**config.mk**
```make
export PLATFORM = sky130hd
export DESIGN_NAME = lvds_tx_param
export DESIGN_NICKNAME = d
export VERILOG_FILES = /design/src/rtl/lvds_pkg.sv /design/src/rtl/lvds_baud_tick.sv /design/src/rtl/lvds_tx_param.sv
export SDC_FILE = /design/constraint.sdc
export NUM_CORES = 1
export LEC_CHECK = 0
export CELL_PAD_IN_SITES_DETAIL_PLACEMENT = 1
export CELL_PAD_IN_SITES_GLOBAL_PLACEMENT = 1
export CORE_MARGIN = 3
export CORE_UTILIZATION = 43
export DETAILED_ROUTE_END_ITERATION = 10
export GPL_TIMING_DRIVEN = 0
export PLACE_DENSITY_LB_ADDON = 0.3
export SLEW_MARGIN = 10
export SYNTH_ARGS = -nofsm -noshare
export SYNTH_HDL_FRONTEND = slang
export SYNTH_SLANG_ARGS = --single-unit
```
**constraint.sdc**
```tcl
create_clock -name clk -period 4.8 [get_ports clk]
set_input_delay 0.72 -clock clk [delete_from_list [all_inputs] [get_ports clk]]
set_output_delay 0.72 -clock clk [all_outputs]
set_load 0.05 [all_outputs]
```
**src/rtl/lvds_pkg.sv**
```systemverilog
// Shared types and constants for the parametrised LVDS serial transmitter.
// Optional parity is selected with the LVDS_TX_PARITY_EN macro.
package lvds_pkg;

    typedef enum logic [2:0] {
        ST_IDLE,
        ST_START,
        ST_DATA,
        ST_PARITY,
        ST_STOP
    } state_t;

    localparam logic LINE_IDLE = 1'b1;
    localparam logic START_LVL = 1'b0;
    localparam logic STOP_LVL  = 1'b1;

`ifdef LVDS_TX_PARITY_EN
    localparam int PARITY_BITS = 1;
`else
    localparam int PARITY_BITS = 0;
`endif

    // Total clocks from the accept edge to the end of the last stop bit.
    function automatic int frame_len(input int data_w, input int clks_per_bit, input int stop_bits);
        return (1 + data_w + PARITY_BITS + stop_bits) * clks_per_bit;
    endfunction

endpackage

```
**src/rtl/lvds_baud_tick.sv**
```systemverilog
// Bit-period timer: counts 0..CLKS_PER_BIT-1 and strobes on the last clock of each bit.
// o_pre_tick marks the clock before o_tick (always low when CLKS_PER_BIT is 1).
module lvds_baud_tick #(
    parameter int CLKS_PER_BIT = 1
) (
    input  logic clk,
    input  logic rst,
    input  logic i_clr,
    output logic o_tick,
    output logic o_pre_tick
);

    localparam int CNT_W = $clog2(CLKS_PER_BIT + 1);
    localparam logic [CNT_W-1:0] CNT_LAST = CNT_W'(CLKS_PER_BIT - 1);

    logic [CNT_W-1:0] r_cnt;

    always_ff @(posedge clk) begin
        if (rst || i_clr) begin
            r_cnt <= '0;
        end else if (r_cnt == CNT_LAST) begin
            r_cnt <= '0;
        end else begin
            r_cnt <= r_cnt + CNT_W'(1);
        end
    end

    assign o_tick = (r_cnt == CNT_LAST);

    generate
        if (CLKS_PER_BIT > 1) begin : g_pre
            assign o_pre_tick = (r_cnt == CNT_W'(CLKS_PER_BIT - 2));
        end else begin : g_no_pre
            assign o_pre_tick = 1'b0;
        end
    endgenerate

endmodule

```
**src/rtl/lvds_tx_param.sv**
```systemverilog
// Parametrised LVDS frame serialiser: start bit, DATA_W data bits, optional even parity,
// STOP_BITS stop bits. Parity is enabled by defining LVDS_TX_PARITY_EN.
module lvds_tx_param
    import lvds_pkg::*;
#(
    parameter int DATA_W       = 24,
    parameter int CLKS_PER_BIT = 1,
    parameter int STOP_BITS    = 1,
    parameter int LSB_FIRST    = 1
) (
    input  logic              clk,
    input  logic              rst,
    input  logic [DATA_W-1:0] data_in,
    input  logic              tx_valid,
    output logic              tx_ready,
    output logic              tx,
    output logic              tx_busy,
    output logic              frame_done
);

    localparam int DBIT_W = $clog2(DATA_W + 1);
    localparam int SBIT_W = $clog2(STOP_BITS + 1);
    localparam int BIT_W  = (DBIT_W > SBIT_W) ? DBIT_W : SBIT_W;
    localparam logic [BIT_W-1:0] DATA_LAST = BIT_W'(DATA_W - 1);

    // The final clock of the last stop bit is spent in IDLE so a new start bit can
    // follow with no gap; STOP therefore ends one clock early.
    localparam bit STOP_SKIP = (CLKS_PER_BIT == 1) && (STOP_BITS == 1);
    localparam int STOP_END_IDX = (CLKS_PER_BIT == 1) ? ((STOP_BITS > 1) ? STOP_BITS - 2 : 0)
                                                      : STOP_BITS - 1;
    localparam logic [BIT_W-1:0] STOP_END = BIT_W'(STOP_END_IDX);

    state_t            r_state;
    logic [DATA_W-1:0] r_sr;
    logic [BIT_W-1:0]  r_bit_cnt;
    logic              r_tx;
    logic              r_done;
`ifdef LVDS_TX_PARITY_EN
    logic              r_parity;
`endif

    logic w_accept;
    logic w_tick;
    logic w_pre_tick;
    logic w_stop_strobe;
    logic w_stop_end;
    logic w_payload_end;

    assign tx_ready   = (r_state == ST_IDLE) && !rst;
    assign tx_busy    = (r_state != ST_IDLE);
    assign tx         = r_tx;
    assign frame_done = r_done;
    assign w_accept   = tx_valid && tx_ready;

    lvds_baud_tick #(
        .CLKS_PER_BIT(CLKS_PER_BIT)
    ) u_baud (
        .clk       (clk),
        .rst       (rst),
        .i_clr     (w_accept),
        .o_tick    (w_tick),
        .o_pre_tick(w_pre_tick)
    );

    assign w_stop_strobe = (CLKS_PER_BIT == 1) ? w_tick : w_pre_tick;
    assign w_stop_end    = (r_state == ST_STOP) && w_stop_strobe && (r_bit_cnt == STOP_END);

`ifdef LVDS_TX_PARITY_EN
    assign w_payload_end = (r_state == ST_PARITY) && w_tick;
`else
    assign w_payload_end = (r_state == ST_DATA) && w_tick && (r_bit_cnt == DATA_LAST);
`endif

    always_ff @(posedge clk) begin
        if (rst) begin
            r_state   <= ST_IDLE;
            r_sr      <= '0;
            r_bit_cnt <= '0;
            r_tx      <= LINE_IDLE;
            r_done    <= 1'b0;
`ifdef LVDS_TX_PARITY_EN
            r_parity  <= 1'b0;
`endif
        end else begin
            r_done <= 1'b0;
            if (w_payload_end) begin
                r_bit_cnt <= '0;
                r_tx      <= STOP_LVL;
                if (STOP_SKIP) begin
                    r_state <= ST_IDLE;
                    r_done  <= 1'b1;
                end else begin
                    r_state <= ST_STOP;
                end
            end else begin
                case (r_state)
                    ST_IDLE: begin
                        r_tx <= LINE_IDLE;
                        if (w_accept) begin
                            r_state   <= ST_START;
                            r_sr      <= data_in;
                            r_bit_cnt <= '0;
                            r_tx      <= START_LVL;
`ifdef LVDS_TX_PARITY_EN
                            r_parity  <= ^data_in;
`endif
                        end
                    end
                    ST_START: begin
                        if (w_tick) begin
                            r_state   <= ST_DATA;
                            r_bit_cnt <= '0;
                            if (LSB_FIRST != 0) begin
                                r_tx <= r_sr[0];
                                r_sr <= r_sr >> 1;
                            end else begin
                                r_tx <= r_sr[DATA_W-1];
                                r_sr <= r_sr << 1;
                            end
                        end
                    end
                    ST_DATA: begin
                        if (w_tick) begin
`ifdef LVDS_TX_PARITY_EN
                            if (r_bit_cnt == DATA_LAST) begin
                                r_state <= ST_PARITY;
                                r_tx    <= r_parity;
                            end else
`endif
                            begin
                                r_bit_cnt <= r_bit_cnt + BIT_W'(1);
                                if (LSB_FIRST != 0) begin
                                    r_tx <= r_sr[0];
                                    r_sr <= r_sr >> 1;
                                end else begin
                                    r_tx <= r_sr[DATA_W-1];
                                    r_sr <= r_sr << 1;
                                end
                            end
                        end
                    end
                    ST_STOP: begin
                        r_tx <= STOP_LVL;
                        if (w_stop_end) begin
                            r_state <= ST_IDLE;
                            r_done  <= 1'b1;
                        end else if (w_tick) begin
                            r_bit_cnt <= r_bit_cnt + BIT_W'(1);
                        end
                    end
                    default: begin
                        r_state <= ST_IDLE;
                        r_tx    <= LINE_IDLE;
                    end
                endcase
            end
        end
    end

endmodule
```
==> run metrics, run 1 <==
Hold Path Origin r_sr[23]; Hold Fails Final Rpt 0; routability cong. roughly 0.78; Layout Nets ~250; met1 Resource Use GR a little under a quarter; initial antenna violation count 0; Post-Synth Adder-Cell Area roughly 5.5%; synth unique cells 32; multiplexer share of the synthesized area about 14%; CP Capture Type output port; WHS Path Cells 2; met2 Resource Use GR between 30% and 40%; Core ar. a little under 4000 sq um; via density per instance between 5 and 6; H-tree levels 2; Clock Skew 0.00980 ns; CP cell instances clkdlybuf4s50_1 -> clkbuf_1 -> clkbuf_1 -> nor2_1 -> clkdlybuf4s50_1; number of flops mapped to enable cells by yosys 0; netlist area before placement 1810 sq um; area of the multi-input gates around 1000 sq um; worst r2r path cells 7; FF+latch area approximately 700 sq um; post-CTS sizing 0; Max Fclk approximately 270 MHz; vias after detailed routing approximately 1,600; Synthesized Nets 215; max cap viols 0; Die X 70.9 microns; area delta synth->final 25.8%; Top Usage Layer GRT met2; Synth Area in Compound Gates approximately 28%; reg2reg start r_state[0]; Max FO, Critical Path 10; Hold/Removal Path Class register to register; post-synthesis average cell area a little over 10 sq um; P_leak 0.817 nW; Port Buf Inserts 30; gr usage total between 15 and 20%; Clock Sinks 34; Commonest cells post-synth dfxtp_1, mux2i_1, a31oi_1; height of the die between 70 and 80 microns; Worst Max-Slew Pin Slew roughly 0.73 ns; Routed Antenna Nets 0; I/O pins 31; setup_tns 0 ns; clock tree from TritonCTS yes; Worst EP arrival between 2 and 3 ns; DR pass1 iterations 4; Synth Area in XOR/XNOR 0%; first-pass GRT wire length approximately 8100 microns; starting density of the core 47.0%; CTS Root Cell clkbuf_8; num rows 22; overall power approximately 1.5 mW; pins over their slew limit 0; post-synth top area share between 30% and 40%; PD cells roughly 670 nW/um^2; sink of the worst hold path r_sr[23]; Setup Fix Bufs, Post-CTS 0; worst skew pair latency 0.29 ns; Final min period between 3 and 4 ns; fin crit share between 70% and 80%; met3 Use GR a little under 5%; Post-synth top flop dfxtp_1; total gr overflow 0; reg2reg end r_sr[22]; synthesized instance count 180; per-cell routed wire length 17.6 microns; Yosys warning total 0; area leader, netlist dfxtp_1; hold_buf cts 0; RSZ-0062 raised after global routing no; data required time of the worst path slightly above 4 ns; dpl hpwl approximately 3300 microns; die area 5030 sq um; fraction of registers with async set/reset 0%; vias in the first global route around 1,700; layout cells sized above 1 14.7%; DRC violations left 0; final WL 4690 microns; Seq/Total Area, Yosys between 30% and 40%; max incr delay on CP approximately 0.73 ns; synthesized flop and latch total 34; worst vdd ir ~370 uV; slew margin rel. around half; initial drt markers 108; most instantiated library cell after synthesis dfxtp_1; Worst R2R Setup Slack 2.65 ns; Startpoint Class input pin; fillcell total 428; ANT cells 0; outcome finished, final reports clean; combinational family with the most area after synthesis compound AO/OA/AOI/OAI gates; Reg clk slew, reported paths ~0.070 ns; synth top area cells dfxtp_1, mux2i_1, a211oi_2; Clock Path Buffers 2; slowest CP cell clkdlybuf4s50_1; Simple-Gate Fraction of Synth Area under 10%; cts bufs inserted 5; worst setup path class input pin to output port; Final Setup Violations 0; largest net degree at the start of global routing 11
==> area by class of cell <==
class / count / share of cell area (%)
Multi-Input combinational cell: 126 / 45.1
Sequential cell: 34 / 29.9
Timing Repair Buffer: 30 / 13.2
Buffer: 16 / 3.84
Clock buffer: 7 / 3.35
Tap cell: 48 / 2.64
Clock inverter: 1 / 1.32
Inverter: 4 / 0.659
==> placed cells by master (no fill, tap or decap), types with 4 or more instances in the layout <==
cell type        synthesis  routed
dfxtp_1                 34      34
clkdlybuf4s50_1          0      30
mux2i_1                 25      25
a31oi_1                 23      23
a211oi_2                19      19
clkbuf_1                11      13
nor2_1                   8       8
ha_1                     8       8
a21oi_1                  6       6
o21ai_0                  5       5
nand3_1                  5       5
clkbuf_8                 0       5
inv_1                    4       4
a211oi_1                 4       4
==> critical path, delay by kind of cell <==
family | cells | cell delay [ns]
buffers and inverters | 4 | 2.15
and+or+nand+nor | 1 | 0.11
==> kinds of logic (layout without fill, tap and decap cells) <==
family / Yosys count / in the layout
compound gates: 62 / 62
flops: 34 / 34
mux: 25 / 25
buf+inv: 20 / 58
other cells: 1 / 1
fa+ha+maj: 8 / 8
simple gates: 30 / 30
==> registers in the layout (all words and copies together) (netlist names) <==
register and flops:
r_sr 24, r_bit_cnt 5, r_state 2, frame_done 1, tx 1, u_baud.r_cnt 1
==> through the flow <==
step	setup slack, ns	instance area, sq um	util, %	cells	hold WS (ns)
global placement	1.15	2170	56.4	258	0.461
floorplan	2.20	1810	-	180	0.442
detailed placement	1.08	2170	56.4	258	0.465
CTS	1.08	2280	59.1	266	0.475
global route	0.977	2280	59.1	266	0.535
finish	1.10	2280	59.1	266	0.471
==> power breakdown <==
part	total (mW)	switching, mW	internal [mW]	leakage (nW)
registers	0.453	0.0645	0.388	0.280
logic	0.806	0.458	0.348	0.484
clock network	0.260	0.105	0.155	0.0524
total	1.52	0.628	0.892	0.817
==> worst max path at each step <==
stage          from       end  slack, ns  cells after the start
4_1_cts         rst  tx_ready       1.08                      5
3_5_place_dp    rst  tx_ready       1.08                      5
5_1_grt         rst  tx_ready       0.98                      5
2_1_floorplan   rst  tx_ready       2.20                      3
3_3_place_gp    rst  tx_ready       1.15                      5
6_report        rst  tx_ready       1.10                      5
==> metal layers <==
layer	share of wire, %	up-vias	wire (microns)
li1	-	747	-
met5	0	-	0
met3	3.9	10	185
met1	45	778	2130
met2	49	34	2280
met4	2.2	0	101
Power figures use the tool's default switching activity.
==> run 2: changes to the inputs <==
CORE_UTILIZATION = 40   (was 43)
clock period = 3.8 ns   (was 4.8 ns; I/O delays follow)
==> run 2 against run 1 <==
  * Worst setup slack worse by 0.77 ns
  * Final cell count up 0.75%
  * Register-to-register slack worse by 0.97 ns
  * Wire length down 0.53%
  * Non-clock buffer count unchanged
  * Clock skew down 0.0039 ns
  * Critical path type unchanged
  * Critical endpoint unchanged
  * Largest cell class unchanged
  * First-iteration DRC count down 12%
==> run metrics, run 2 (same netlist as run 1, synthesis figures left out) <==
outcome finished, final reports clean (unchanged); PD cells 822 nW/um^2 (was 667 nW/um^2); Final Setup Violations 0 (unchanged); clock tree from TritonCTS yes (unchanged); vias after detailed routing 1,547 (was 1,569); Final min period approximately 3.5 ns; slowest CP cell clkdlybuf4s50_1 (unchanged); starting density of the core 43.4% (was 47.0%); vias in the first global route 1,662 (was 1,728); CP cell instances clkdlybuf4s50_1 -> clkbuf_1 -> clkbuf_1 -> nor2_1 -> clkdlybuf4s50_1 (unchanged); CTS Root Cell clkbuf_8 (unchanged); crit path from rst (unchanged); gr usage total 19.7% (was 19.9%); I/O pins 31 (unchanged); Setup Fix Bufs, Post-CTS 0 (unchanged); dpl ws 0.312 ns (was 1.08 ns); Hold/Removal Path Class register to register (unchanged); cts bufs inserted 5 (unchanged); Startpoint Class input pin (unchanged); ANT cells 0 (unchanged); setup ws final 0.335 ns (was 1.10 ns); reg2reg start r_state[0] (unchanged); fin crit share between 90% and 100%; Hold Fails Final Rpt 0 (unchanged); hold_buf cts 0 (unchanged); max incr delay on CP 0.74 ns (was 0.73 ns); Hold Path Origin r_sr[23] (unchanged); height of the die 73.3 microns (was 70.9 microns); Core ar. 4170 sq um (was 3850 sq um); dpl hpwl 3370 microns (was 3330 microns); Clock Skew 0.00588 ns (was 0.00980 ns); H-tree levels 2 (unchanged); P_leak 0.813 nW (was 0.817 nW); Port Buf Inserts 30 (unchanged); RSZ-0062 raised after global routing no (unchanged); post-CTS sizing 0 (unchanged); DR pass1 iterations 4 (unchanged); DRC violations left 0 (unchanged); Routed Antenna Nets 0 (unchanged); Regs by FF count r_sr: 24 flops, r_bit_cnt: 5 flops, r_state: 2 flops (unchanged); CP delay by family, top buffers and inverters (unchanged); CP Capture Type output port (unchanged); via density per instance 5.77 (was 5.90); routability cong. 0.790 (was 0.775); first-pass GRT wire length 8240 microns (was 8080 microns); initial drt markers 95 (was 108); Worst Max-Slew Pin Slew 0.710 ns (was 0.731 ns); Clock Path Buffers 2 (unchanged); WP buf/inv 4 (unchanged); final WL 4670 microns (was 4690 microns); area delta synth->final 25.1% (was 25.8%); data required time of the worst path 3.23 ns (was 4.08 ns); worst setup path class input pin to output port (unchanged); largest net degree at the start of global routing 11 (unchanged); commonest non-fill, non-tap cell in the layout dfxtp_1 (unchanged); layout cells sized above 1 15.1% (was 14.7%); num rows 23 (was 22); Max FO, Critical Path 10 (unchanged); Reg clk slew, reported paths 0.07 ns (about the same); max cap viols 0 (unchanged); Die X 73.3 microns (was 70.9 microns); Max Fclk roughly 290 MHz; total gr overflow 0 (unchanged); fillcell total 475 (was 428); initial antenna violation count 0 (unchanged); die area 5370 sq um (was 5030 sq um); worst vdd ir 421 uV (was 365 uV); per-cell routed wire length 17.4 microns (was 17.6 microns); worst skew pair latency 0.29 ns (about the same); Clock Sinks 34 (unchanged); Layout Nets 252 (unchanged); Worst EP arrival 2.90 ns (was 2.98 ns); slew margin rel. 52.7% (was 51.3%); max FFs per register 24 (unchanged); setup_tns 0 ns (unchanged); pins over their slew limit 0 (unchanged); register with the most flip-flops r_sr (unchanged); most frequent cells in the layout dfxtp_1, clkdlybuf4s50_1, mux2i_1 (unchanged)
run 2: path summary, 6_finish.rpt:
path	end	slack, ns	depth (start not counted)
setup / recovery	tx_ready	0.33	5
hold / removal	r_sr[23]	0.49	2
setup reg to reg	r_sr[8]	1.68	6
hold reg to reg	r_sr[23]	0.49	2
run 2: area by class of cell:
cell class | count | area, sq um | area share, %
repair buffers | 30 | 300 | 13.3
flip-flops and latches | 34 | 681 | 30.0
clock inverters | 1 | 5.00 | 0.221
clock buffers | 7 | 86.3 | 3.81
well taps | 50 | 62.6 | 2.76
inverters | 4 | 15.0 | 0.663
plain buffers | 16 | 87.6 | 3.87
multi-input cells | 126 | 1030 | 45.4
run 2: metrics by stage:
step                      power, mW  area [sq um]  utilization, %  std cells  hold slack [ns]
after floorplan                1.35          1810               -        180            0.442
after global placement         1.53          2170            52.1        260            0.458
after detailed placement       1.59          2170            52.1        260            0.474
after CTS                      1.87          2270            54.3        268            0.484
after global routing           2.01          2270            54.3        268            0.519
final                          1.86          2270            54.3        268            0.487
run 2: power by group:
part	leakage [nW]	switching [mW]	internal, mW
Clock	0.0482	0.133	0.146
Sequential	0.280	0.0788	0.490
Combinational	0.484	0.576	0.439
run 2: worst min-delay path, cell delays in order (launching register included):
cell      delay, ns
dfxtp_1        0.31
nand2b_1       0.07
o21ai_1        0.06
run 2: layer usage:
metal,wire [microns],share of wire [%],global-route usage [%]
met4,39,0.84,5.84
met3,194,4.2,5.34
met5,0,0,0
met1,2130,46,25.6
met2,2300,49,32.0
